File: src/rtl/data_mem_arbiter.sv
// rtl/data_mem_arbiter.sv - two-port request arbiter and sequencer in front of the single-port data_mem
// Optional build macro: DMEM_ARB_FIXED_PRIO_EN (port 0 always wins ties instead of round-robin)
module data_mem_arbiter #(
    parameter int ADDR_W = 11,
    parameter int DATA_W = 32
) (
    input  logic              clk,
    input  logic              rst,
    input  logic              p0_req_valid,
    output logic              p0_req_ready,
    input  logic              p0_we,
    input  logic [ADDR_W-1:0] p0_addr,
    input  logic [DATA_W-1:0] p0_wdata,
    output logic              p0_rsp_valid,
    input  logic              p0_rsp_ready,
    output logic [DATA_W-1:0] p0_rdata,
    input  logic              p1_req_valid,
    output logic              p1_req_ready,
    input  logic              p1_we,
    input  logic [ADDR_W-1:0] p1_addr,
    input  logic [DATA_W-1:0] p1_wdata,
    output logic              p1_rsp_valid,
    input  logic              p1_rsp_ready,
    output logic [DATA_W-1:0] p1_rdata,
    output logic              mem_write,
    output logic [ADDR_W-1:0] mem_addr,
    output logic [DATA_W-1:0] mem_wdata,
    input  logic [DATA_W-1:0] mem_rdata
);

    typedef enum logic [1:0] {
        IDLE    = 2'd0,
        ACCESS  = 2'd1,
        CAPTURE = 2'd2,
        RESP    = 2'd3
    } state_t;

    state_t            state_q;
    state_t            state_d;
    logic              owner_q;
    logic              we_q;
    logic [ADDR_W-1:0] mem_addr_q;
    logic [DATA_W-1:0] mem_wdata_q;
    logic [DATA_W-1:0] p0_rdata_q;
    logic [DATA_W-1:0] p1_rdata_q;
    logic              grant_any;
    logic              grant_port;
    logic              accept;
    logic              rsp_take;

`ifdef DMEM_ARB_FIXED_PRIO_EN
    // Tie-break: port 0 always wins when both ports request.
    always_comb begin
        grant_any  = p0_req_valid | p1_req_valid;
        grant_port = ~p0_req_valid;
    end
`else
    // last_grant holds the port id of the most recent accepted request;
    // resetting it to 1 lets port 0 win the first tie.
    logic last_grant_q;

    // Tie-break: the port that did not win last time takes the grant.
    always_comb begin
        grant_any  = p0_req_valid | p1_req_valid;
        grant_port = p1_req_valid;
        if (p0_req_valid && p1_req_valid) begin
            grant_port = ~last_grant_q;
        end
    end

    // Remember the most recently accepted port for the next tie.
    always_ff @(posedge clk or posedge rst) begin
        if (rst) begin
            last_grant_q <= 1'b1;
        end else if (accept) begin
            last_grant_q <= grant_port;
        end
    end
`endif

    assign accept   = (state_q == IDLE) && grant_any;
    assign rsp_take = owner_q ? p1_rsp_ready : p0_rsp_ready;

    // State register; reset aborts any transaction in flight.
    always_ff @(posedge clk or posedge rst) begin
        if (rst) begin
            state_q <= IDLE;
        end else begin
            state_q <= state_d;
        end
    end

    // Next-state and handshake outputs; mem_write is only ever high in ACCESS.
    always_comb begin
        state_d      = state_q;
        p0_req_ready = 1'b0;
        p1_req_ready = 1'b0;
        p0_rsp_valid = 1'b0;
        p1_rsp_valid = 1'b0;
        mem_write    = 1'b0;
        case (state_q)
            IDLE: begin
                if (grant_any) begin
                    p0_req_ready = ~grant_port;
                    p1_req_ready = grant_port;
                    state_d      = ACCESS;
                end
            end
            ACCESS: begin
                mem_write = we_q;
                state_d   = we_q ? RESP : CAPTURE;
            end
            CAPTURE: begin
                state_d = RESP;
            end
            RESP: begin
                p0_rsp_valid = ~owner_q;
                p1_rsp_valid = owner_q;
                if (rsp_take) begin
                    state_d = IDLE;
                end
            end
            default: begin
                state_d = IDLE;
            end
        endcase
    end

    // Request latches double as the memory address/data drivers, so they
    // hold their last values outside ACCESS/CAPTURE.
    always_ff @(posedge clk or posedge rst) begin
        if (rst) begin
            owner_q     <= 1'b0;
            we_q        <= 1'b0;
            mem_addr_q  <= '0;
            mem_wdata_q <= '0;
        end else if (accept) begin
            owner_q     <= grant_port;
            we_q        <= grant_port ? p1_we    : p0_we;
            mem_addr_q  <= grant_port ? p1_addr  : p0_addr;
            mem_wdata_q <= grant_port ? p1_wdata : p0_wdata;
        end
    end

    // Per-port response data: zero for writes, captured memory word for reads.
    always_ff @(posedge clk or posedge rst) begin
        if (rst) begin
            p0_rdata_q <= '0;
            p1_rdata_q <= '0;
        end else if (state_q == ACCESS && we_q) begin
            if (owner_q) begin
                p1_rdata_q <= '0;
            end else begin
                p0_rdata_q <= '0;
            end
        end else if (state_q == CAPTURE) begin
            if (owner_q) begin
                p1_rdata_q <= mem_rdata;
            end else begin
                p0_rdata_q <= mem_rdata;
            end
        end
    end

    assign mem_addr  = mem_addr_q;
    assign mem_wdata = mem_wdata_q;
    assign p0_rdata  = p0_rdata_q;
    assign p1_rdata  = p1_rdata_q;

endmodule

File: config.mk
export PLATFORM = sky130hd
export DESIGN_NAME = data_mem_arbiter
export DESIGN_NICKNAME = d
export VERILOG_FILES = /design/src/rtl/data_mem_arbiter.sv
export SDC_FILE = /design/constraint.sdc
export NUM_CORES = 1
export LEC_CHECK = 0
export ABC_AREA = 1
export CAP_MARGIN = 20
export CORE_ASPECT_RATIO = 0.9
export CORE_MARGIN = 4
export CORE_UTILIZATION = 41
export DETAILED_ROUTE_END_ITERATION = 7
export PLACE_DENSITY = 0.81
export SLEW_MARGIN = 20
export SYNTH_ARGS = -nofsm -noshare
export SYNTH_HDL_FRONTEND = slang
export SYNTH_SLANG_ARGS = --single-unit
File: constraint.sdc
create_clock -name clk -period 4.9 [get_ports clk]
set_input_delay 0.98 -clock clk [delete_from_list [all_inputs] [get_ports clk]]
set_output_delay 0.98 -clock clk [all_outputs]
set_load 0.005 [all_outputs]
* Yosys cells after proc, flatten, opt, wreduce, memory -nomap -nowiden
Cells that the tools add are included.
** Storage, ports and cells
- Flip-flop bits (word level) :: 112
- Bits in latches :: 0
- Memory bits (writable) :: 0
- Memory bits (read-only) :: 0
- Input port bits :: 126
- Output and inout bits :: 112
- Logic and storage cells :: 53
- Memories kept :: 0
** Cells by class
- Add/subtract/negate cells :: 0
- Multipliers :: 0
- Divide/modulo/power cells :: 0
- Order comparisons :: 0
- Equality and inequality tests :: 9
- Shifts and indexed selects :: 0
- Mux-type cells :: 24
- Bitwise logic cells :: 4
- Reduce and logical (&&, ||, !) cells :: 8
** Operator list (count)
- two-way mux 32 bit :: 9
- != test 2 bit, second input constant :: 6
- two-way mux 1 bit :: 11
- two-way mux 11 bit :: 1
- case mux 2 bit (4 select lines) :: 1
- AND reduction 3 bit :: 2
- equality test 2 bit, second input constant :: 2
- two-way mux 2 bit :: 2
- logical AND 1 bit :: 3
- inverter 1 bit :: 3
- equality test 2 x 1 -> 1 bit, second input constant :: 1
- zero test 2 bit :: 1
- AND reduction 2 bit :: 1
- nonzero test 2 bit :: 1
- OR 1 bit :: 1

* Logic depth before layout (Yosys ltp)
Gate-level depths: netlist of run 1.
- Word-level depth :: 5
- Depth in mapped cells :: 8
- Gate-level depth less buffers :: 7

* Worst setup path after synthesis of run 1
No wires, ideal clock.
- Kind :: input to output
- Start point :: input p1_req_valid
- End point :: output p0_req_ready
- Arrival time :: 1611 ps
- Required time :: 3920 ps
- Setup slack :: 2309 ps
- Stages :: 4
- Path buffers :: 2
- Cells stage by stage :: buf_4 -> o21ai_4 -> buf_4 -> nor2_1
** Between the ends
- Cells in the longest elaborated chain, start to end :: 5
- Elaborated cells between the ends (all ways) :: 6
- Those cells by class :: mux (3); bitwise (2); reduce/logical (1)
** RTL lines
- start, declared :: RTL line 17 : input logic p1_req_valid,
- logical AND 1 bit :: RTL line 66 : if (p0_req_valid && p1_req_valid) begin
- two-way mux 1 bit :: RTL line 66
- inverter 1 bit :: RTL line 104 : p0_req_ready = ~grant_port;
- two-way mux 1 bit (*) :: RTL line 103 : if (grant_any) begin
- two-way mux 1 bit (*) :: RTL line 101 : case (state_q)
- end, declared :: RTL line 10 : output logic p0_req_ready,
Every way passes the cells marked *; elsewhere a longest branch is shown, timed or not.

* Final worst setup path of run 1
- Start point :: input p0_req_valid
- End point :: output p0_req_ready
** Between the ends
- Cells in the longest elaborated chain, start to end :: 5
- Elaborated cells between the ends (all ways) :: 6
- Those cells by class :: mux (3); bitwise (2); reduce/logical (1)
** RTL lines
- start, declared :: RTL line 9 : input logic p0_req_valid,
- logical AND 1 bit :: RTL line 66
- two-way mux 1 bit :: RTL line 66
- inverter 1 bit :: RTL line 104
- two-way mux 1 bit (*) :: RTL line 103
- two-way mux 1 bit (*) :: RTL line 101
Marked as above.

==> impl_metrics.tcl, run 1 <==
set metrics [dict create \
    status "completed" \
    combPwrFrac_pct 47.4 \
    chipHeight_um 111 \
    initialDrtViolationCount 425 \
    slew_violations 0 \
    seqPwrFrac_pct 36.4 \
    worstRegToRegCells 6 \
    post_dp_cell_area_mm2 0.00727 \
    intPower_w 0.00294 \
    p_sw_share_pct 35.9 \
    dieArea_mm2 0.0136 \
    setup_tns_ps 0 \
    crit_type "in -> out" \
    hold_viol_final 0 \
    coreArea_mm2 0.0115 \
    routed_wl_um 15200 \
    fin_crit_sh_pct 76.3 \
    drv_cap 0 \
    synth_nets 675 \
    drc 0 \
    synth-warning-count 0 \
    grt_first_pass_wirelength_um 24500 \
    cts_tree "built" \
    fmax_mhz 268 \
    layout.cells.non_filler 920 \
    final_antenna_net_count 0 \
    syn_area_per_cell_um2 8.91 \
    min_period_ps 3740 \
    clock-root-buffer "clkbuf_16" \
    hold_buffers 0 \
    grt_pass1_vias 4942 \
    clockPowerShare_pct 16.2 \
    ys_ff_latch 112 \
    cts_htree_levels 3 \
    vias 4837 \
    netlist_top_cells_area "dfrtp_1, nand2_1, nand3_1" \
    fill_cells 902 \
    die_width_um 123 \
    slew_headroom_pct 33.4 \
    area_delta_synth_final_pct 56.0 \
    drive_gt1_share_pct 4.32 \
    initial_core_util_pct 42.1 \
    cts_made_buffers 9 \
    synth.top_cell.area_share_pct 57.2 \
    crit_fanout 46 \
    placed_cells 904 \
    crit_required_ps 3920 \
    tightest_slew_ps 995 \
    power_switching_w 0.00165 \
    grt_setup_unrepaired "no" \
    yosys.area.top_type "dfrtp_1" \
    firstDrtPassIters 5 \
    cts_buffer_depth 2 \
    clkLatencyLatePin_ps 340 \
    cts_sinks 112 \
    p_per_area_mw_per_mm2 607 \
    hold_depth 2 \
    fin_nets 889 \
    synth.distinct_cells 19 \
    via_per_inst 5.26 \
    synth_seq_area_share_pct 57.8 \
    setup-violations-final 0 \
    postLayoutCellArea_mm2 0.00757 \
    grt_usage_pct 22.1 \
    antenna_found_initial 0 \
    p_leak_nw 3.42 \
    fp-row-count 37 \
    boundaryPins 238 \
    cts-resized-gates 0 \
    clk_pin_slew_ps 80 \
    cts_setup_buffers 0 \
    worstSetupEndpointType "primary output" \
    ir_drop_mv 0.293 \
    antenna_cells 0 \
    port_buffers 237 \
    cp-start-kind "primary input" \
    place_congestion 0.877 \
    cp.arrival_ps 2760 \
    grt_max_degree 72 \
    dpl.hpwl_um 10800 \
    hp-class "reg -> reg" \
    wire_per_inst_um 16.5 \
    netlist_area_mm2 0.00485 \
    grt_overflow 0 \
    synthCells 545 \
    clock_skew_ps 8.82 \
]
-- cells in the mapped netlist (all sizes together) --
cell type  number
nand2         171
dfrtp         111
nand3          85
o21ai          66
nand4          37
buf            27
inv            18
clkbuf         13
nand3b          7
nor2            5
ha              4
dfstp           1
-- cell families (layout without fill, tap and decap cells) --
kind of cell / after synthesis / count (layout) / synth area share [%]
buffers and inverters: 58 / 277 / 5.41
adder cells (fa/ha/maj): 4 / 4 / 1.03
AO/OA/AOI/OAI: 66 / 66 / 7.04
AND/OR/NAND/NOR: 305 / 305 / 28.7
flip-flops: 112 / 112 / 57.8
-- worst max-delay path, cell delays in order --
cell	delay [ps]
clkdlybuf4s50_1	580
nand2_2	110
nand2_4	390
inv_1	80
nor2_1	100
clkdlybuf4s50_1	510
-- metrics by stage --
stage / hold WS, ps / worst slack, ps / utilization (%) / power, W
2_1_floorplan: 453 / 963 / - / 0.00262
3_3_place_gp: 466 / 1180 / 63.1 / 0.00380
3_5_place_dp: 472 / 1180 / 63.1 / 0.00387
4_1_cts: 491 / 1180 / 65.7 / 0.00464
5_1_grt: 519 / 1060 / 65.7 / 0.00496
6_report: 486 / 1160 / 65.7 / 0.00460
-- power by group through the flow --
stage	Sequential, W	Combinational [W]	Clock (W)
6_report	0.00167	0.00218	0.000743
5_1_grt	0.00173	0.00243	0.000802
3_3_place_gp	0.00166	0.00214	0
2_1_floorplan	0.00167	0.000951	0
3_5_place_dp	0.00167	0.00220	0
4_1_cts	0.00167	0.00221	0.000759
-- flip-flops by register name, summed over array words and instances, names as in the netlist --
name	cells
last_grant_q	1
mem_addr	11
mem_wdata	32
owner_q	1
p0_rdata	32
p1_rdata	32
state_q	2
we_q	1
-- routing by layer --
layer  wire [um]  up-vias  global-route usage (%)
met5           0        -                       0
met4         415        0                    9.03
met3        1420       30                    5.92
li1            -     2255                       -
met2        7130      252                    34.4
met1        6250     2300                    29.2
-- area by class of cell --
type / count / area [um^2] / area share [%]
clock buffer: 9 / 225 / 2.97
sequential: 112 / 2800 / 37.0
multi-input combinational: 375 / 1790 / 23.6
timing repair buffer: 243 / 2410 / 31.9
tap: 156 / 195 / 2.58
clock inverter: 7 / 78.8 / 1.04
inverter: 18 / 70.1 / 0.925
-- cell usage in the layout (no fill, tap or decap) --
| master | netlist | layout |
|---|---|---|
| dfrtp_1 | 111 | 111 |
| inv_2 | 1 | 1 |
| inv_6 | 0 | 1 |
| nand3b_1 | 7 | 7 |
| inv_1 | 17 | 16 |
| o21ai_0 | 65 | 65 |
| nor2_4 | 1 | 1 |
| nand4_1 | 37 | 37 |
| inv_4 | 0 | 1 |
| nor2_1 | 4 | 4 |
| inv_8 | 0 | 1 |
| nand2_2 | 4 | 4 |
| clkinv_4 | 0 | 1 |
| o21ai_4 | 1 | 1 |
| buf_4 | 6 | 6 |
| buf_2 | 18 | 1 |
| clkinvlp_4 | 0 | 2 |
| clkinv_2 | 0 | 1 |
| nand2_1 | 166 | 166 |
| dfstp_2 | 1 | 1 |
| nand3_1 | 85 | 85 |
| bufinv_16 | 0 | 1 |
| clkdlybuf4s50_1 | 0 | 236 |
| clkbuf_16 | 0 | 9 |
| ha_1 | 4 | 4 |
| nand2_4 | 1 | 1 |
-- worst paths after layout --
path / startpoint / slack (ps) / endpoint
min in group asynchronous: rst / 1180 / p1_rdata[13]
hold reg to reg: p0_rdata[13] / 490 / p0_rdata[13]
setup reg to reg: state_q[1] / 2270 / p0_rdata[18]
setup / recovery: p0_req_valid / 1160 / p0_req_ready
max in group asynchronous: rst / 2810 / p1_rdata[22]
hold / removal: p0_rdata[13] / 490 / p0_rdata[13]
No activity file was read; power rests on OpenSTA's default activity.
==> run 2, diff against run 1 <==
CORE_UTILIZATION = 37   (was 41)
PLACE_DENSITY = 0.77   (was 0.81)
clock period = 3.4 ns   (was 4.9 ns; I/O delays follow)
==> run 2 against run 1 <==
  * First-iteration DRC count is 18% lower
  * Register-to-register slack worse by 1400 ps
  * Total power is 44% higher
  * Clock power is 39% higher
  * Worst hold slack hardly changed
  * Critical path depth stayed put
  * Wire length is 4.2% higher
  * Via count hardly changed
  * Combinational power is 46% higher
  * Sequential cell count stayed put
  * Non-clock buffer count is 4 higher
==> impl_metrics.tcl, run 2 (synthesis gave the netlist of run 1 again) <==
set metrics [dict create \
    max_stage_delay_ps 570 \
    crit_top_cell "clkdlybuf4s50_1" \
    grt_max_degree 65 \
    crit_required_ps 2720 \
    cp.arrival_ps 2140 \
    tightest_slew_ps 988 \
    worstSetupEndpointType "primary output" \
    hold_start "mem_wdata[30]" \
    drv_cap 0 \
    initialDrtViolationCount 349 \
    layout_common_cells "clkdlybuf4s50_1, nand2_1, dfrtp_1, nand3_1, o21ai_0" \
    p_leak_nw 3.43 \
    crit_slowest_cell "clkdlybuf4s50_1" \
    crit_fanout 6 \
    ir_drop_mv 0.444 \
    hp-class "reg -> reg" \
    cts_made_buffers 9 \
    slew_headroom_pct 33.9 \
    grt_usage_pct 20.8 \
    clkLatencyLatePin_ps 340 \
    area_delta_synth_final_pct 56.9 \
    clock-root-buffer "clkbuf_16" \
    grt_first_pass_wirelength_um 24900 \
    placed_cells 916 \
    wire_per_inst_um 17.0 \
    fin_nets 893 \
    drc 0 \
    path_delay_family "buffers and inverters" \
    clk_pin_slew_ps 70 \
    slew_violations 0 \
    worst-path-buf-inv 3 \
    hold_buffers 0 \
    chipHeight_um 117 \
    crit_chain "clkdlybuf4s50_1 > nand2_2 > nand2_4 > inv_1 > nor2_1 > clkdlybuf4s50_1" \
    antenna_found_initial 0 \
    cts_sinks 112 \
    boundaryPins 238 \
    fin_crit_sh_pct 83.1 \
    final_antenna_net_count 0 \
    grt_pass1_vias 4988 \
    crit_type "in -> out" \
    cp-start-kind "primary input" \
    cts_htree_levels 3 \
    place_congestion 0.833 \
    min_period_ps 2820 \
    r2r_start "state_q[1]" \
    crit_path_start "p0_req_valid" \
    layout.cells.non_filler 932 \
    via_per_inst 5.19 \
    initial_core_util_pct 38.0 \
    dieArea_mm2 0.0150 \
    firstDrtPassIters 5 \
    antenna_cells 0 \
    fp-row-count 39 \
    final_core_util_pct 59.6 \
    port_buffers 237 \
    routed_wl_um 15800 \
    cts_setup_buffers 0 \
    setup_tns_ps 0 \
    die_width_um 129 \
    p_per_area_mw_per_mm2 869 \
    fmax_mhz 354 \
    setup-violations-final 0 \
    clock_skew_ps 3.51 \
    dpl.hpwl_um 11500 \
    hold_viol_final 0 \
    mostFrequentLayoutCell "clkdlybuf4s50_1" \
    coreArea_mm2 0.0128 \
    status "completed" \
    grt_overflow 0 \
    cts_buffer_depth 2 \
    cts_tree "built" \
    grt_setup_unrepaired "no" \
    drive_gt1_share_pct 4.82 \
    cts-resized-gates 0 \
    vias 4841 \
]
[run 2: cell types whose count changed in the layout (fill, tap and decap cells not counted)]
cell,delta
clkinvlp_4,+1
bufinv_16,-1
inv_4,-1
inv_6,-1
buf_4,+3
clkbuf_8,+2
buf_12,+1
[run 2: cell type report]
type | instances | area [um^2]
sequential | 112 | 2800
fill | 1068 | 5170
inverter | 18 | 71.3
multi-input combinational | 375 | 1790
tap | 164 | 205
clock inverter | 5 | 40.0
clock buffer | 11 | 253
timing repair buffer | 247 | 2450
[run 2: path summary, 6_finish.rpt]
check / endpoint / slack [ps] / depth (start not counted)
setup / recovery: p0_req_ready / 580 / 6
hold / removal: mem_wdata[30] / 490 / 2
setup reg to reg: p1_rdata[25] / 920 / 7
hold reg to reg: mem_wdata[30] / 490 / 2
max in group asynchronous: last_grant_q / 1840 / 3
min in group asynchronous: p1_rdata[0] / 820 / 2
[run 2: power breakdown]
part | internal, W | total [W] | switching (W)
Combinational | 0.00167 | 0.00319 | 0.00151
Sequential | 0.00201 | 0.00241 | 0.000399
Clock | 0.000543 | 0.00103 | 0.000486
[run 2: routing by layer]
layer	GRT usage, %	up-vias	wire, um
met5	0	-	0
met4	7.28	0	239
met3	7.13	21	1620
met2	34.6	230	7720
met1	25.3	2323	6270
li1	-	2267	-
[run 2: worst reg2reg max path, delay by kind of cell (launching register included)]
family | cells | cell delay (ps)
adder cells (fa/ha/maj) | 1 | 200
flip-flops | 1 | 400
buffers and inverters | 2 | 410
AND/OR/NAND/NOR | 3 | 1040
AO/OA/AOI/OAI | 1 | 260
[run 2: per-stage QoR]
step	hold WS [ps]	instance area [um^2]	setup slack [ps]	total power, W
after CTS	490	7610	572	0.00671
after floorplan	453	4860	1360	0.00378
after global placement	464	7320	601	0.00551
after global routing	510	7610	472	0.00713
final	485	7610	575	0.00662
after detailed placement	467	7320	587	0.00565
==> edit, RTL diff (config.mk and constraints of run 1) <==
The parameter `DATA_W` goes from 32 to 64.
--- a/src/rtl/data_mem_arbiter.sv
+++ b/src/rtl/data_mem_arbiter.sv
@@ -4,3 +4,3 @@
     parameter int ADDR_W = 11,
-    parameter int DATA_W = 32
+    parameter int DATA_W = 64
 ) (
Interface: changed (6 resized); port bits go from 238 to 430. No check against the original RTL was run, so the function may have changed too.
==> edit against run 1 <==
Design area up 83%; sequential cell count is 96 higher; via count grew 81%; synthesized cell count increased by 79%; routed wire length rose by 110%; setup slack improved by 0.026 ns; sequential share of layout area is 0.50 points higher; area after synthesis up 81%; power increased by 91%; clock skew is 0.00078 ns lower.
==> edit: results <==
[setup_path]
crit_start = p1_req_valid
rrSetupSlack_ns = 1.92
reg2reg_to = p0_rdata[46]$_DFFE_PP0P_
path_max_fanout = 31
r2r_cells = 8

[detailed_routing]
dr.pass1.iters = 7
drt-initial-drc-count = 606
wl_per_cell_um = 19.0

[global_routing]
grt_antenna_before_repair = 3
grt_pass1_vias = 8879
grt_first_pass_wirelength_um = 49000
grt_max_degree = 109

[yosys]
synthesis.nets = 1199
netlist_top_cells_count = nand2_1, dfrtp_1, nand3_1, o21ai_0, nand4_1
synthTopCellsByArea = dfrtp_1, nand2_1, nand3_1, o21ai_0, nand4_1
yosysUniqueCellTypes = 22
synth_adder_area_share = 0.00570

[placed_design]
dp_hpwl_um = 21900
gp_congestion = 0.908
io_buffers = 429

[pwr]
p_clk_mw = 1.62
p_leak_nw = 6.21
cellPowerDensity_nw_per_um2 = 632

[clock_tree]
cts_buffer_depth = 3
path_clk_slew_ns = 0.06
cts_buffers = 23
worstSkewPairLatency_ns = 0.50

[run_status]
status = complete, no violations

[sta]
finClkSkew_ns = 0.00804

[layout]
fin_nets = 1583
edit: cell families after synthesis:
logic type,after synthesis
AND/OR/NAND/NOR,529
buffers and inverters,102
adder cells (fa/ha/maj),4
flip-flops,208
AO/OA/AOI/OAI,130
edit: how the worst min path moves through the flow:
stage	endpoint	start	slack (ns)
global route	p0_rdata[8]$_DFFE_PP0P_	p0_rdata[8]$_DFFE_PP0P_	0.51
floorplan	last_grant_q$_DFFE_PP1P_	last_grant_q$_DFFE_PP1P_	0.45
global placement	mem_addr[4]$_DFFE_PP0P_	mem_addr[4]$_DFFE_PP0P_	0.46
finish	mem_addr[4]$_DFFE_PP0P_	mem_addr[4]$_DFFE_PP0P_	0.48
detailed placement	mem_addr[4]$_DFFE_PP0P_	mem_addr[4]$_DFFE_PP0P_	0.47
CTS	mem_addr[4]$_DFFE_PP0P_	mem_addr[4]$_DFFE_PP0P_	0.48
edit: final cells by class:
cell class                 instances  area (sq um)
antenna                            2          5.00
inverter                          18          71.3
tap                              286           358
timing repair buffer             443          4420
clock buffer                      32           629
clock inverter                     6          65.1
fill                            1637          7090
sequential                       208          5210
multi-input combinational        663          3120
edit: critical path, cell delays in order:
cell	delay, ns
buf_2	0.49
nand2_2	0.43
nor2_1	0.24
clkdlybuf4s50_1	0.57
edit: through the flow:
step / setup WS, ns / hold slack (ns)
after floorplan: 1.22 / 0.446
after global placement: 1.18 / 0.463
after detailed placement: 1.21 / 0.467
after CTS: 1.21 / 0.483
after global routing: 1.05 / 0.508
final: 1.19 / 0.480
edit: layer usage:
metal,routed length [um],vias to the layer above,global-route usage,share of wire
met5,13,-,0,0.00041
met4,1270,2,0.0968,0.040
met3,3120,75,0.0780,0.099
met2,15500,433,0.431,0.49
met1,11600,4198,0.306,0.37
li1,-,4070,-,-
